$ cat src/rtl/clock_divider_bank.sv
// Bank of independent runtime-programmable clock dividers producing 50% square
// waves with toggle/rise tick strobes and glitch-free shadowed divisor updates.
module clock_divider_bank #(
  parameter int unsigned CHANNELS    = 4,
  parameter int unsigned WIDTH       = 28,
  parameter int unsigned DEFAULT_DIV = 25000000,
  parameter bit          DEFAULT_EN  = 1'b1,
  localparam int unsigned CHAN_W     = (CHANNELS > 1) ? $clog2(CHANNELS) : 1
) (
  input  logic                clk,
  input  logic                reset,
  input  logic                cfg_valid,
  output logic                cfg_ready,
  input  logic [CHAN_W-1:0]   cfg_chan,
  input  logic [WIDTH-1:0]    cfg_div,
  input  logic                cfg_en,
  output logic [CHANNELS-1:0] clk_out,
  output logic [CHANNELS-1:0] tick_half,
  output logic [CHANNELS-1:0] tick_rise,
  output logic [CHANNELS-1:0] pending
);

  // Zero-padded to the full cfg_chan range so out-of-range writes read as ready.
  logic [(2**CHAN_W)-1:0] pend_ext;

  always_comb begin
    pend_ext                 = '0;
    pend_ext[CHANNELS-1:0]   = pending;
    cfg_ready                = !pend_ext[cfg_chan];
  end

  for (genvar i = 0; i < CHANNELS; i++) begin : g_chan
    logic             sel;
    logic [WIDTH-1:0] cnt_q;
    logic [WIDTH-1:0] div_q;
    logic [WIDTH-1:0] shadow_q;
    logic             en_q;
    logic             pend_q;
    logic             clk_q;
    logic             half_q;
    logic             rise_q;

    assign sel = cfg_valid && cfg_ready && (cfg_chan == CHAN_W'(i));

    always_ff @(posedge clk or negedge reset) begin
      if (!reset) begin
        cnt_q    <= '0;
        div_q    <= WIDTH'(DEFAULT_DIV);
        shadow_q <= '0;
        en_q     <= DEFAULT_EN;
        pend_q   <= 1'b0;
        clk_q    <= 1'b0;
        half_q   <= 1'b0;
        rise_q   <= 1'b0;
      end else begin
        half_q <= 1'b0;
        rise_q <= 1'b0;
        if (sel && !cfg_en) begin
          en_q   <= 1'b0;
          cnt_q  <= '0;
          clk_q  <= 1'b0;
          div_q  <= cfg_div;
          pend_q <= 1'b0;
        end else if (sel && !en_q) begin
          en_q  <= 1'b1;
          cnt_q <= '0;
          div_q <= cfg_div;
        end else if (en_q) begin
          if (cnt_q == div_q) begin
            cnt_q  <= '0;
            clk_q  <= !clk_q;
            half_q <= 1'b1;
            rise_q <= !clk_q;
            if (pend_q) begin
              div_q  <= shadow_q;
              pend_q <= 1'b0;
            end
          end else begin
            cnt_q <= cnt_q + WIDTH'(1);
          end
          // A write can only be accepted with pend_q clear, so this never
          // collides with the shadow apply above; a same-edge terminal keeps div_q.
          if (sel) begin
            shadow_q <= cfg_div;
            pend_q   <= 1'b1;
          end
        end
      end
    end

    assign clk_out[i]   = clk_q;
    assign tick_half[i] = half_q;
    assign tick_rise[i] = rise_q;
    assign pending[i]   = pend_q;
  end

endmodule

$ cat config.mk
export PLATFORM = sky130hd
export DESIGN_NAME = clock_divider_bank
export DESIGN_NICKNAME = d
export VERILOG_FILES = /design/src/rtl/clock_divider_bank.sv
export SDC_FILE = /design/constraint.sdc
export NUM_CORES = 1
export LEC_CHECK = 0
export ABC_CLOCK_PERIOD_IN_PS = 3600
export CORE_ASPECT_RATIO = 0.9
export CORE_MARGIN = 3
export CORE_UTILIZATION = 40
export CTS_CLUSTER_DIAMETER = 80
export DETAILED_ROUTE_END_ITERATION = 10
export DONT_BUFFER_PORTS = 1
export PLACE_DENSITY = 0.55
export SYNTH_ARGS = -nofsm -noshare
export SYNTH_HDL_FRONTEND = slang
export SYNTH_SLANG_ARGS = --single-unit
$ cat constraint.sdc
create_clock -name clk -period 3.6 [get_ports clk]
set_input_delay 0.72 -clock clk [delete_from_list [all_inputs] [get_ports clk]]
set_output_delay 0.72 -clock clk [all_outputs]
set_load 0.005 [all_outputs]
; ---- Word level (Yosys, flattened, before mapping)
; Index checks and enable logic that the tools add are counted.
[word_totals]
ff_bits = 356
latchBits = 0
ramBits = 0
rom_bits = 0
in_bits = 34
output_inout_bits = 17
memories = 0
[op_classes]
addsub = 4
mul = 0
n_div = 0
n_lt_le_gt_ge = 1
eq_ne = 11
n_shift = 0
n_mux = 114
bitwise = 8
reduce_logical = 68
[op_table]
columns = op, count
row1 = $mux W28, 36
row2 = $add A28 B1 Y28 const B, 4
row3 = $eq A28 B28 Y1, 4
row4 = $mux W1, 77
row5 = $reduce_bool A3 Y1, 16
row6 = $reduce_and A3 Y1, 12
row7 = $reduce_bool A2 Y1, 12
row8 = $reduce_and A4 Y1, 4
row9 = $logic_and A1 B1 Y1, 13
row10 = $logic_not A1 Y1, 10
row11 = $ne A2 B2 Y1 const B, 4
row12 = $not A1 Y1, 8
row13 = $eq A2 B2 Y1 const B, 2
row14 = $lt A2 B3 Y1 const B, 1
row15 = $bmux W1 S2, 1
row16 = $eq A2 B1 Y1 const B, 1
row17 = $logic_not A2 Y1, 1

; ---- Depth between registers and ports, before layout
[logic_depth]
ltp_word = 9
ltp_mapped = 9
ltp_nobuf = 7

; ---- Least setup slack after synthesis
; OpenSTA, ideal clock, no wires.
[synth_timing]
path_type = in2reg
from = input cfg_chan[0]
to = register g_chan[1].div_q[23]
setup_time_ns = 0.125
arrival_ns = 2.348
required_time_ns = 3.475
setup_slack_ns = 1.128
stages = 7
path_buffers = 2
path_cell_list = mux4_2 > inv_2 > and3_4 > buf_6 > buf_6 > mux2_4 > mux2_2
[synth_via]
elab_chain_cells = 8
word_cells_on_any_way = 14
[synth_lines]
columns = element, line_no
row1 = "start, declared", 14  ; input logic [CHAN_W-1:0] cfg_chan,
row2 = $bmux W1 S2 (*), 29  ; cfg_ready = !pend_ext[cfg_chan];
row3 = $mux W1 (implied by the code) (*), 29
row4 = $logic_not A1 Y1 (*), 29
row5 = via cfg_ready, 13  ; output logic cfg_ready,
row6 = $logic_and A1 B1 Y1 (*) (2 in a row), 43  ; assign sel = cfg_valid && cfg_ready && (cfg_chan == CHAN_W'(i));
row7 = $logic_and A1 B1 Y1 (on tied branches), "58, 64"
row8 = $reduce_bool A3 Y1 (no source line) or $mux W28 (tied branches), --
row9 = $reduce_and A3 Y1 (no source line) or $mux W28 (tied branches), --
row10 = "end signal, assigned", 48  ; div_q <= WIDTH'(DEFAULT_DIV);
row11 = "end signal, assigned", 62  ; div_q <= cfg_div;
row12 = "end signal, assigned", 67  ; div_q <= cfg_div;
row13 = "end, declared", 35  ; logic [WIDTH-1:0] div_q;
; Mark *: on every way through the listed nets, which the timed path passes. The rest lies on a longest branch. The select of a mux whose other input is x is not followed.
; A chain may end at the register's enable or synchronous reset.

; ---- Worst setup path in the final report
[layout_timing]
from = register g_chan[1].cnt_q[2]
to = register g_chan[1].div_q[10]
[layout_via]
elab_chain_cells = 3
[layout_lines]
columns = element, line_no
row1 = "start, declared", 34  ; logic [WIDTH-1:0] cnt_q;
row2 = "start signal, assigned", 79  ; cnt_q <= cnt_q + WIDTH'(1);
row3 = $eq A28 B28 Y1, 69  ; if (cnt_q == div_q) begin
row4 = $reduce_bool A3 Y1 (no source line), --
row5 = $reduce_and A3 Y1 (no source line), --
row6 = "end signal, assigned", 62
row7 = "end signal, assigned", 67
row8 = "end signal, assigned", 75  ; div_q <= shadow_q;
; Every way passes these cells.

==> results_dict.tcl <==
set metrics [dict create \
    postSynthNetCount 1537 \
    routed-via-count 10800 \
    leakagePower_uw 0.00826 \
    antenna_found_initial 3 \
    path_class "reg2reg" \
    worst_voltage_drop_across_the_vdd_grid_mv 0.495 \
    critPathLaunchType "flip-flop" \
    tns_ns 0 \
    dpl.hpwl_mm 27.1 \
    detailedPlace.worstSlack_ns 0.779 \
    maximum_number_of_pins_on_one_net_before_global_route_repair 357 \
    maxSlewHeadroom 0.249 \
    post_drt_wl_per_cell_um 19.6 \
    detail_route.first_pass.iterations 5 \
    placement_rows 71 \
    initial_utilization 0.410 \
    cellPowerDensity_nw_per_um2 733 \
    worstReg2RegEnd "g_chan[1].div_q[10]" \
    drt-vias-per-instance 5.22 \
    postSynth.topFlopCell "sky130_fd_sc_hd__dfrtp_1" \
    end_kind "flip-flop" \
    finClkSkew_ns 0.0139 \
    port_buffers 0 \
    finalHoldWorstSlack_ns -0.0944 \
    r2r-start "g_chan[1].cnt_q[2]" \
    antenna_left 0 \
    io_pins 51 \
    drt_drc_violations_left 0 \
    floorplan.die_area_um2 45800 \
    postLayoutSetupSlackWorst_ns 0.861 \
    timing.final.setup_violations 0 \
    grt_first_pass_wirelength_mm 64.6 \
    initialDrtViolationCount 776 \
    floorplan.core_area_um2 42200 \
    synth_cell_types 55 \
    die_height_um 203 \
    worst-r2r-cell-count 7 \
    filler_cell_count 3897 \
    hold_class "in2async" \
    drv.max_cap_violation_count 0 \
    seq_area_frac_synth 0.519 \
    commonest_cells_after_routing_fill_and_taps_aside "sky130_fd_sc_hd__dfrtp_1 (304), sky130_fd_sc_hd__mux2_2 (215), sky130_fd_sc_hd__nand2_1 (140)" \
    critical_path.max_fanout 28 \
    crit_path_end "g_chan[1].div_q[10]" \
    timing_worst_slew_pin_value_ns 1.13 \
    tritoncts_num_sinks 356 \
    cts_root_buf "sky130_fd_sc_hd__clkbuf_16" \
    rrSetupSlack_ns 0.86 \
    grt_pass1_vias 11000 \
    syn_inst 1499 \
    worstPathRequired_ns 4.00 \
    grt_usage 0.181 \
    globalRouteOverflowTotal 0 \
    postSynthAreaPerCell_um2 11.5 \
    detail_route.wirelength_mm 40.6 \
    synth.cell_area_um2 17300 \
    violations "hold timing" \
    clk_pin_slew_worst_paths_ns 0.06 \
    period_share 0.761 \
    finalMaxSlewViolations 0 \
    tritoncts "done" \
    timing.critical_path.from "g_chan[1].cnt_q[2]" \
    asyncSetResetFlopFracSynth 1.00 \
    synth-edff-count 0 \
    synth-warning-count 0 \
    die_width_um 225 \
    ys_ff_latch 356 \
    report.final.hold_viol_count 77 \
    run_status "finished with violations" \
    layout-drive-gt1-share 0.249 \
    mostFrequentLayoutCell "sky130_fd_sc_hd__dfrtp_1" \
    areaGrowthSynthToFinish_pct 10.4 \
    ctsLongestPathBuffers 3 \
    layout.nets 1530 \
    htree_num_levels 2 \
    skew_pair_late_insertion_delay_ns 0.53 \
    min_period_ns 2.74 \
    cts-buffers-inserted 39 \
    grt_setup_unrepaired "no" \
    gp_congestion 0.797 \
    timing.critical_path.arrival_ns 3.14 \
    achievable-frequency_mhz 365 \
]
-- layout make-up --
| cell class | instances | area, um^2 | share of cell area |
|---|---|---|---|
| Clock inverter | 8 | 115 | 0.00603 |
| Multi-Input combinational cell | 1057 | 7890 | 0.414 |
| Sequential cell | 356 | 8970 | 0.470 |
| Clock buffer | 63 | 1170 | 0.0612 |
| Antenna cell | 2 | 5.00 | 0.000262 |
| Inverter | 11 | 41.3 | 0.00216 |
| Timing Repair Buffer | 27 | 203 | 0.0106 |
| Tap cell | 547 | 684 | 0.0359 |
-- worst min path at each step --
stage	start	end	slack, ns	cells after the start
floorplan	reset	g_chan[0].clk_q	0.42	0
global placement	reset	g_chan[0].shadow_q[1]	0.45	0
detailed placement	reset	g_chan[0].shadow_q[3]	0.45	0
CTS	reset	g_chan[0].shadow_q[3]	-0.13	0
global route	reset	g_chan[0].shadow_q[3]	-0.13	0
finish	reset	g_chan[0].shadow_q[3]	-0.09	0
-- through the flow --
stage / cells / utilization / hold WS, ns / power [uW] / area, um^2
5_1_grt: 2069 / 0.452 / -0.128 / 14900 / 19100
3_5_place_dp: 1998 / 0.422 / 0.449 / 10000 / 17800
3_3_place_gp: 1998 / 0.422 / 0.449 / 9950 / 17800
2_1_floorplan: 1499 / - / 0.424 / 9170 / 17300
4_1_cts: 2069 / 0.452 / -0.129 / 14200 / 19100
6_report: 2071 / 0.452 / -0.0944 / 14000 / 19100
-- flip-flops by register name, indices dropped and copies added, names as in the netlist --
signal and flops:
g_chan.half_q 4, g_chan.div_q 112, g_chan.pend_q 4, g_chan.cnt_q 112, g_chan.rise_q 4, g_chan.en_q 4
g_chan.shadow_q 112, g_chan.clk_q 4
-- report_power, final --
| group | switching (uW) | internal, uW |
|---|---|---|
| sequential | 1030 | 5540 |
| clock | 1600 | 2430 |
| combinational | 1430 | 1950 |
| total | 4060 | 9930 |
-- cells in the mapped netlist, types with 17 or more instances --
master,instances,area [um^2]
sky130_fd_sc_hd__nand2_1,141,529
sky130_fd_sc_hd__xor2_1,70,613
sky130_fd_sc_hd__nand3_1,49,245
sky130_fd_sc_hd__mux2_2,215,2420
sky130_fd_sc_hd__buf_4,19,143
sky130_fd_sc_hd__dfrtp_1,304,7610
sky130_fd_sc_hd__nand4_1,52,325
sky130_fd_sc_hd__dfstp_2,52,1370
sky130_fd_sc_hd__clkbuf_1,33,124
sky130_fd_sc_hd__nor2_1,129,484
sky130_fd_sc_hd__o21ai_0,36,180
sky130_fd_sc_hd__xnor2_1,132,1160
sky130_fd_sc_hd__nor3_1,17,85.1
sky130_fd_sc_hd__mux2i_1,58,581
sky130_fd_sc_hd__and3_1,20,125
sky130_fd_sc_hd__o21ai_1,30,150
-- timing repair --
| action | 4_1_cts | 5_1_grt |
|---|---|---|
| resized for setup | 0 | 0 |
| hold endpoints to repair | 304 | 160 |
| setup endpoints to repair | 0 | 0 |
| setup buffers | 0 | 0 |
-- critical path: stages (launching register included) --
cell	delay, ns
sky130_fd_sc_hd__dfrtp_1	0.45
sky130_fd_sc_hd__xnor2_1	0.26
sky130_fd_sc_hd__nand4_1	0.13
sky130_fd_sc_hd__nor4_2	0.46
sky130_fd_sc_hd__nand4_2	0.33
sky130_fd_sc_hd__o21ai_4	0.21
sky130_fd_sc_hd__buf_4	0.38
sky130_fd_sc_hd__mux2_2	0.39
-- layer usage --
layer,vias up,share of wire,global-route usage
li1,5173,-,-
met1,5401,0.50,0.270
met2,171,0.43,0.272
met3,58,0.045,0.0335
met4,0,0.023,0.0452
met5,-,0,0
-- kinds of logic (layout without fill, tap and decap cells) --
logic type	Yosys count	in the layout	synth area share
other	0	2	0
adder cells (fa/ha/maj)	4	4	0.00289
AND/OR/NAND/NOR	455	455	0.126
buffers and inverters	86	109	0.0262
AO/OA/AOI/OAI	113	113	0.0413
XOR/XNOR	202	202	0.102
multiplexers	283	283	0.183
flip-flops	356	356	0.519
(Power assumes the default switching activity.)
